$ cat src/rtl/t_ff_pkg.sv
// rtl/t_ff_pkg.sv - shared mode encoding for the toggle-cell counter
package t_ff_pkg;

  localparam int MODE_W = 2;

  typedef logic [MODE_W-1:0] mode_t;

  localparam mode_t MODE_HOLD   = 2'b00;
  localparam mode_t MODE_TOGGLE = 2'b01;
  localparam mode_t MODE_UP     = 2'b10;
  localparam mode_t MODE_DOWN   = 2'b11;

endpackage

$ cat src/rtl/t_cell.sv
// rtl/t_cell.sv - single-bit toggle flip-flop with synchronous load and reset
module t_cell (
  input  logic clk,
  input  logic rst,
  input  logic t,
  input  logic ld,
  input  logic d,
  input  logic rst_val,
  output logic q
);

  logic r_q;

  always_ff @(posedge clk) begin
    if (!rst) begin
      r_q <= rst_val;
    end else if (ld) begin
      r_q <= d;
    end else if (t) begin
      r_q <= ~r_q;
    end
  end

  assign q = r_q;

endmodule

$ cat src/rtl/t_ff_counter.sv
// rtl/t_ff_counter.sv - WIDTH-bit toggle/up/down/load register built from t_cell bits
module t_ff_counter
  import t_ff_pkg::*;
#(
  parameter int          WIDTH    = 8,
  parameter int unsigned MAX_VAL  = 2**WIDTH - 1,
  parameter int unsigned RST_VAL  = 0,
  parameter bit          SATURATE = 1'b0
) (
  input  logic              clk,
  input  logic              rst,
  input  logic              en,
  input  logic [MODE_W-1:0] mode,
  input  logic [WIDTH-1:0]  tmask,
  input  logic              load,
  input  logic [WIDTH-1:0]  din,
  output logic [WIDTH-1:0]  q,
  output logic              at_max,
  output logic              at_min,
  output logic              wrap,
  output logic              err
);

  localparam logic [WIDTH:0]   LP_MAX = (WIDTH+1)'(MAX_VAL);
  localparam logic [WIDTH:0]   LP_ONE = {{WIDTH{1'b0}}, 1'b1};
  localparam logic [WIDTH-1:0] LP_RST = WIDTH'(RST_VAL);

  logic [WIDTH:0]   w_q_ext;
  logic [WIDTH:0]   w_din_ext;
  logic [WIDTH:0]   w_tog_ext;
  logic [WIDTH:0]   w_next_ext;
  logic [WIDTH-1:0] w_t_vec;
  logic             w_ld;
  logic             w_wrap_set;
  logic             w_err_set;
  logic             w_unused;

  logic r_wrap;
  logic r_err;

  // All range checks run one bit wider so no carry/borrow can alias into q.
  assign w_q_ext   = {1'b0, q};
  assign w_din_ext = {1'b0, din};
  assign w_tog_ext = {1'b0, q ^ tmask};

  always_comb begin
    w_next_ext = w_q_ext;
    w_ld       = 1'b0;
    w_wrap_set = 1'b0;
    w_err_set  = 1'b0;
    if (load) begin
      if (w_din_ext <= LP_MAX) begin
        w_next_ext = w_din_ext;
        w_ld       = 1'b1;
      end else begin
        w_err_set = 1'b1;
      end
    end else if (en) begin
      case (mode)
        MODE_TOGGLE: begin
          if (w_tog_ext <= LP_MAX) begin
            w_next_ext = w_tog_ext;
          end else begin
            w_err_set = 1'b1;
          end
        end
        MODE_UP: begin
          if (w_q_ext < LP_MAX) begin
            w_next_ext = w_q_ext + LP_ONE;
          end else if (!SATURATE) begin
            w_next_ext = '0;
            w_wrap_set = 1'b1;
          end
        end
        MODE_DOWN: begin
          if (w_q_ext != '0) begin
            w_next_ext = w_q_ext - LP_ONE;
          end else if (!SATURATE) begin
            w_next_ext = LP_MAX;
            w_wrap_set = 1'b1;
          end
        end
        default: begin
        end
      endcase
    end
  end

  // The register only ever moves by flipping the bits that differ from the target value.
  assign w_t_vec  = q ^ w_next_ext[WIDTH-1:0];
  assign w_unused = w_next_ext[WIDTH];

  for (genvar gi = 0; gi < WIDTH; gi++) begin : g_cell
    t_cell u_cell (
      .clk     (clk),
      .rst     (rst),
      .t       (w_t_vec[gi]),
      .ld      (w_ld),
      .d       (din[gi]),
      .rst_val (LP_RST[gi]),
      .q       (q[gi])
    );
  end

  always_ff @(posedge clk) begin
    if (!rst) begin
      r_wrap <= 1'b0;
      r_err  <= 1'b0;
    end else begin
      r_wrap <= w_wrap_set;
      r_err  <= w_err_set;
    end
  end

  assign wrap   = r_wrap;
  assign err    = r_err;
  assign at_max = (w_q_ext == LP_MAX);
  assign at_min = (q == '0);

endmodule

$ cat config.mk
export PLATFORM = sky130hd
export DESIGN_NAME = t_ff_counter
export DESIGN_NICKNAME = d
export VERILOG_FILES = /design/src/rtl/t_ff_pkg.sv /design/src/rtl/t_cell.sv /design/src/rtl/t_ff_counter.sv
export SDC_FILE = /design/constraint.sdc
export NUM_CORES = 1
export LEC_CHECK = 0
export BUFFER_PORTS_ARGS = -buffer_cell sky130_fd_sc_hd__buf_2
export CORE_MARGIN = 2
export CORE_UTILIZATION = 55
export CTS_BUF_LIST = sky130_fd_sc_hd__clkbuf_8
export DETAILED_ROUTE_END_ITERATION = 10
export HOLD_SLACK_MARGIN = 0.06
export PLACE_DENSITY_LB_ADDON = 0.08
export SKIP_LAST_GASP = 1
export SYNTH_ARGS = -nofsm -noshare
export SYNTH_HDL_FRONTEND = slang
export SYNTH_SLANG_ARGS = --single-unit
$ cat constraint.sdc
create_clock -name clk -period 3.3 [get_ports clk]
set_input_delay 0.165 -clock clk [delete_from_list [all_inputs] [get_ports clk]]
set_output_delay 0.165 -clock clk [all_outputs]
set_load 0.005 [all_outputs]
# After elaboration in Yosys (flattened, before gate mapping)
# Cells that the tools add are included.
totals:
  in_bits: 22
  elab_cells: 75
  register_bits: 10
classes:
  magnitude_cmp: 3
  n_mux: 33
  addsub: 2
  reduce_logical: 11
  n_eq_ne: 4
  n_bitwise: 12
ops:
  columns: ["cell", "count"]
  rows:
  - ["two-way mux 8 bit", 6]
  - ["two-way mux 1 bit", 25]
  - ["case mux 8 bit (3 select lines)", 1]
  - ["<= comparator 8 bit, second input constant", 2]
  - ["nonzero test 2 bit", 8]
  - ["bitwise XOR 8 bit", 2]
  - ["inverter 1 bit", 10]
  - ["nonzero test 9 bit", 1]
  - ["adder 8 x 1 -> 8 bit, second input constant", 1]
  - ["equality test 8 bit, second input constant", 1]
  - ["logical NOT 8 bit", 1]
  - ["less-than comparator 8 bit, second input constant", 1]
  - ["subtractor 8 x 1 -> 8 bit, second input constant", 1]
  - ["equality test 2 bit, second input constant", 2]
  - ["OR reduction 3 bit", 1]
  - ["equality test 2 x 1 -> 1 bit, second input constant", 1]
  - ["case mux 1 bit (2 select lines)", 1]

# Longest topological paths before layout
logic_depth:
  word_depth: 9
  mapped_depth: 7
  depth_no_buf: 7

# Hierarchy
# A second synthesis with hierarchy kept.
hier_totals:
  hier_cells: 178
  hier_area_um2: 1286.2
by_module_without_submodules:
  columns: ["mod", "cells_each", "instances", "area_per_inst_um2", "seq_area_each_um2"]
  rows:
  - ["t_ff_counter", 130, 1, 815.8, 20.0]
  - ["t_cell", 6, 8, 58.8, 30.0]

# Least setup slack after synthesis
# OpenSTA, ideal clock, no wires.
synth_path:
  path_kind: "reg2reg"
  startpoint: "register g_cell[0].u_cell.r_q"
  endpoint: "register g_cell[2].u_cell.r_q"
  stages_incl_launch_ff: 8
  setup_time_ns: 0.121
  slack_ns: 1.734
  t_arrival_ns: 1.446
  n_path_buf: 0
  cell_sequence: "dfxtp_1 inv_1 ha_1 mux2_1 a22o_1 nand2_1 xor2_1 a21oi_1"
synth_between:
  elab_chain_cells: 8
  elab_cells_between_ends: 14
  classes_between: "add/sub: 2; order compare: 2; mux: 6; bitwise: 2; reduce/logical: 2"
synth_rtl:
  columns: ["element", "line_no", "text"]
  rows:
  - ["start: declaration", "t_cell.sv:12", "logic r_q;"]
  - ["start signal: assignment", "t_cell.sv:16", "r_q <= rst_val;"]
  - ["start signal: assignment", "t_cell.sv:20", "r_q <= ~r_q;"]
  - ["bitwise XOR 8 bit", "t_ff_counter.sv:44", "assign w_tog_ext = {1'b0, q ^ tmask};"]
  - ["<= comparator 8 bit", "t_ff_counter.sv:61", "if (w_tog_ext <= LP_MAX) begin"]
  - ["two-way mux 8 bit", "t_ff_counter.sv:61", null]
  - ["case mux 8 bit (3 select lines) (*)", "t_ff_counter.sv:59", "case (mode)"]
  - ["two-way mux 8 bit (*)", "t_ff_counter.sv:58", "end else if (en) begin"]
  - ["two-way mux 8 bit (*)", "t_ff_counter.sv:51", "if (load) begin"]
  - ["bitwise XOR 8 bit (*)", "t_ff_counter.sv:90", "assign w_t_vec = q ^ w_next_ext[WIDTH-1:0];"]
  - ["nonzero test 2 bit (no line) (*)", null, null]
  - ["end signal: assignment", "t_cell.sv:16", null]
  - ["end signal: assignment", "t_cell.sv:20", null]
  - ["end: declaration", "t_cell.sv:12", null]
# Every way passes the cells marked *; elsewhere a longest branch is shown, timed or not.
# A chain may end at the register's enable or synchronous reset.

# Worst setup path after layout
# Same ends and word-level chain as after synthesis.

==> results.rst <==
.. list-table::
   :header-rows: 1

   * - Metric
     - Value
   * - Critical-path cell list
     - inv_1 -> ha_1 -> mux2_1 -> a22o_1 -> nand2_1 -> xor2_1 -> a21oi_1
   * - Arrival time at the worst endpoint
     - 1.80 ns
   * - Fin util
     - between 60% and 70%
   * - HPWL after DPL
     - approximately 1.8 mm
   * - Maximum number of pins on one net before global-route repair
     - 19
   * - Fin crit period
     - between 1.5 and 2 ns
   * - CP max-delay cell
     - sky130_fd_sc_hd__dfxtp_1
   * - Most used cells in the layout excluding fill and tap cells
     - 32 x sky130_fd_sc_hd__buf_2, 11 x sky130_fd_sc_hd__nand3_1, 9 x sky130_fd_sc_hd__a21oi_1, 9 x sky130_fd_sc_hd__dfxtp_1
   * - Primary flip-flop cell chosen by synthesis mapping
     - sky130_fd_sc_hd__dfxtp_1
   * - Fin. Hold Viols
     - 0
   * - Diodes inserted
     - 0
   * - Number of max-capacitance violations reported
     - 0
   * - Clock-pin slew reported for the worst setup and hold paths after clock tree synthesis
     - around 0.05 ns
   * - Leakage dissipation
     - 0.468 nW
   * - Register bit count reported by yosys
     - 9
   * - Worst Hold Class
     - primary input to flop
   * - Skew-Pair Late Insertion Delay
     - 0.23 ns
   * - Data required time at the worst endpoint
     - 3.42 ns
   * - Number of cells in the design after placement
     - 161
   * - Highest clock rate
     - slightly below 600 MHz
   * - Routed len/inst
     - between 10 and 15 µm
   * - Syn nets
     - ~150
   * - Clock tree from TritonCTS
     - done
   * - CTS Buf Count
     - 3
   * - Maximum net fanout on the critical path
     - 10
   * - Final-stage net count
     - roughly 170
   * - Mean post-synth cell area
     - approximately 7.4 µm²
   * - Total met2 wirelength after detailed routing
     - between 1 and 1.5 mm
   * - Met1 WL
     - ~1.0 mm
   * - Worst Setup Start Kind
     - flop
   * - Crit path buf inv count
     - 1
   * - Number of cells produced by synthesis
     - 129
   * - Count of pins over their slew limit
     - 0
   * - Leading cell type in the layout, fill and taps excluded
     - sky130_fd_sc_hd__buf_2
   * - Clock tree sinks
     - 9
   * - Ys async rst share
     - 0%
   * - Count of flip-flops with a built-in enable after synthesis
     - 0
   * - Sequential-to-total area share from yosys stat
     - about a fifth
   * - RSZ-0062 raised after global routing
     - false
   * - Top routing layer in use
     - met4
   * - DRC violations left
     - 0
   * - Iteration-0 DRC count of the detailed router
     - 26
   * - Area of the mapped netlist
     - 948 µm²
   * - Die Wd
     - roughly 46 µm
   * - Final number of setup-violating endpoints
     - 0
   * - First-pass GRT wire length
     - slightly below 4 mm
   * - Via count of the first global-routing pass
     - 867
   * - Worst IR drop on VDD
     - 0.354 mV
   * - CTS HTree Levels
     - 1
   * - Hold Buf Count CTS
     - 0
   * - Starting density of the core
     - between 50% and 60%
   * - Total power density per cell area
     - between 300 and 400 nW/µm²
   * - Area delta synth->final
     - 11.9%
   * - Number of top-level pins
     - 34
   * - Number of standard cells in the final layout excluding fillers
     - approximately 170
   * - Number of buffers added for setup after CTS
     - 0
   * - Met3 wire length
     - 159 µm
   * - Number of nets with antenna violations after routing
     - 0
   * - Core Box Area
     - roughly 1700 µm²
   * - Worst setup skew after layout
     - between 0.0005 and 0.0006 ns
   * - Maximum buffer depth of the clock tree
     - 2
   * - Type of the worst setup path
     - flop to flop
   * - Core Rows
     - 15
   * - RD Place Congestion
     - 0.854
   * - Yosys warnings
     - 0
   * - Category of cells accounting for the largest share of critical-path delay
     - flip-flops
   * - Largest incremental delay on the critical path
     - about 0.47 ns
   * - Vias per inst
     - ~6
   * - Die extent in y
     - ~46 µm
   * - Fin Setup TNS
     - 0 ns
   * - Drt total wl
     - approximately 2.4 mm
   * - Number of inserted filler cells in the final layout
     - 159
   * - Final period utilization
     - roughly 51%
   * - # port buffers
     - 32
   * - Aggregate global routing overflow
     - 0
   * - Outcome
     - finished clean
   * - Number of different library cells in the post-synthesis netlist
     - 45
   * - Fraction of layout cells with a size suffix above 1
     - between 20% and 30%
   * - Cell chosen for the clock root
     - sky130_fd_sc_hd__clkbuf_8
   * - Number of detailed-route iterations in the first pass
     - 4
   * - Worst Setup End Kind
     - flop
   * - Die area
     - between 2000 and 2500 µm²
   * - Number of cells upsized or downsized after cts
     - 0
   * - Total routing usage reported by global routing
     - about a quarter
   * - Routed vias
     - between 900 and 1,000
   * - Number of antenna violations at the first check in global routing
     - 0
==> worst paths after layout <==
path / to / start / depth (start not counted) / slack, ns
worst max register to register: g_cell[2].u_cell.q / g_cell[0].u_cell.q / 7 / 1.61
worst max-delay path: g_cell[2].u_cell.q / g_cell[0].u_cell.q / 7 / 1.61
worst min-delay path: g_cell[0].u_cell.q / din[0] / 3 / 0.17
worst min register to register: g_cell[6].u_cell.q / g_cell[6].u_cell.q / 2 / 0.67
==> power breakdown <==
group,leakage (nW),switching (mW),internal (mW)
combinational,0.366,0.0550,0.0525
clock,0.0269,0.0478,0.0814
sequential,0.0746,0.0217,0.118
total,0.468,0.124,0.252
==> synthesized netlist by cell type, drive strengths merged, types with 2 or more instances <==
library cell	number	share of area (%)
buf	15	11
o21ai	13	6.9
nand3	11	5.8
a21oi	9	4.7
dfxtp	9	19
nor2	8	3.2
nand2	6	2.6
nor2b	5	3.3
nor3	5	2.6
xnor2	5	4.6
and3	4	2.6
inv	4	1.6
a211oi	2	2.1
a21boi	2	1.6
a31oi	2	1.3
clkbuf	2	0.79
ha	2	2.6
nand4b	2	1.8
o211ai	2	1.6
xor2	2	1.8
==> metrics by stage <==
step | total power [mW] | setup WS (ns) | hold slack (ns) | instance area [µm²]
final | 0.376 | 1.61 | 0.167 | 1060
after global routing | 0.404 | 1.49 | 0.191 | 1060
after CTS | 0.379 | 1.61 | 0.170 | 1060
after detailed placement | 0.248 | 1.63 | 0.415 | 1020
after global placement | 0.244 | 1.68 | 0.410 | 1020
after floorplan | 0.225 | 1.73 | 0.303 | 948
==> state kept, by name (all words and copies together), names as in the netlist <==
name             flops
g_cell.u_cell.q      8
wrap                 1
==> kinds of logic (layout without fill, tap and decap cells) <==
kind of cell,Yosys count,after routing,share of synthesized area (%)
fa+ha+maj,2,2,2.64
other cells,1,1,0.395
simple gates,49,49,30.2
xor+xnor,7,7,6.46
compound gates,38,38,25.5
mux,2,2,2.24
buf+inv,21,40,13.6
flops,9,9,19.0
==> layer usage <==
| metal | up-vias | track usage (%) |
|---|---|---|
| li1 | 498 | - |
| met1 | 458 | 34.8 |
| met2 | 39 | 40.0 |
| met3 | 4 | 7.14 |
| met4 | 0 | 7.06 |
| met5 | - | 0 |
==> layout make-up <==
| class | instances | area [µm²] | share of cell area [%] |
|---|---|---|---|
| multi-input cells | 99 | 639 | 60.3 |
| flip-flops and latches | 9 | 180 | 17.0 |
| repair buffers | 32 | 160 | 15.1 |
| clock buffers | 3 | 41.3 | 3.89 |
| well taps | 17 | 21.3 | 2.00 |
| inverters | 4 | 15.0 | 1.42 |
| clock inverters | 1 | 3.75 | 0.354 |
==> worst min-delay path, stage by stage <==
cell	delay, ns
sky130_fd_sc_hd__buf_2	0.07
sky130_fd_sc_hd__nand3_1	0.06
sky130_fd_sc_hd__o21ai_1	0.07
Power figures use the tool's default switching activity.
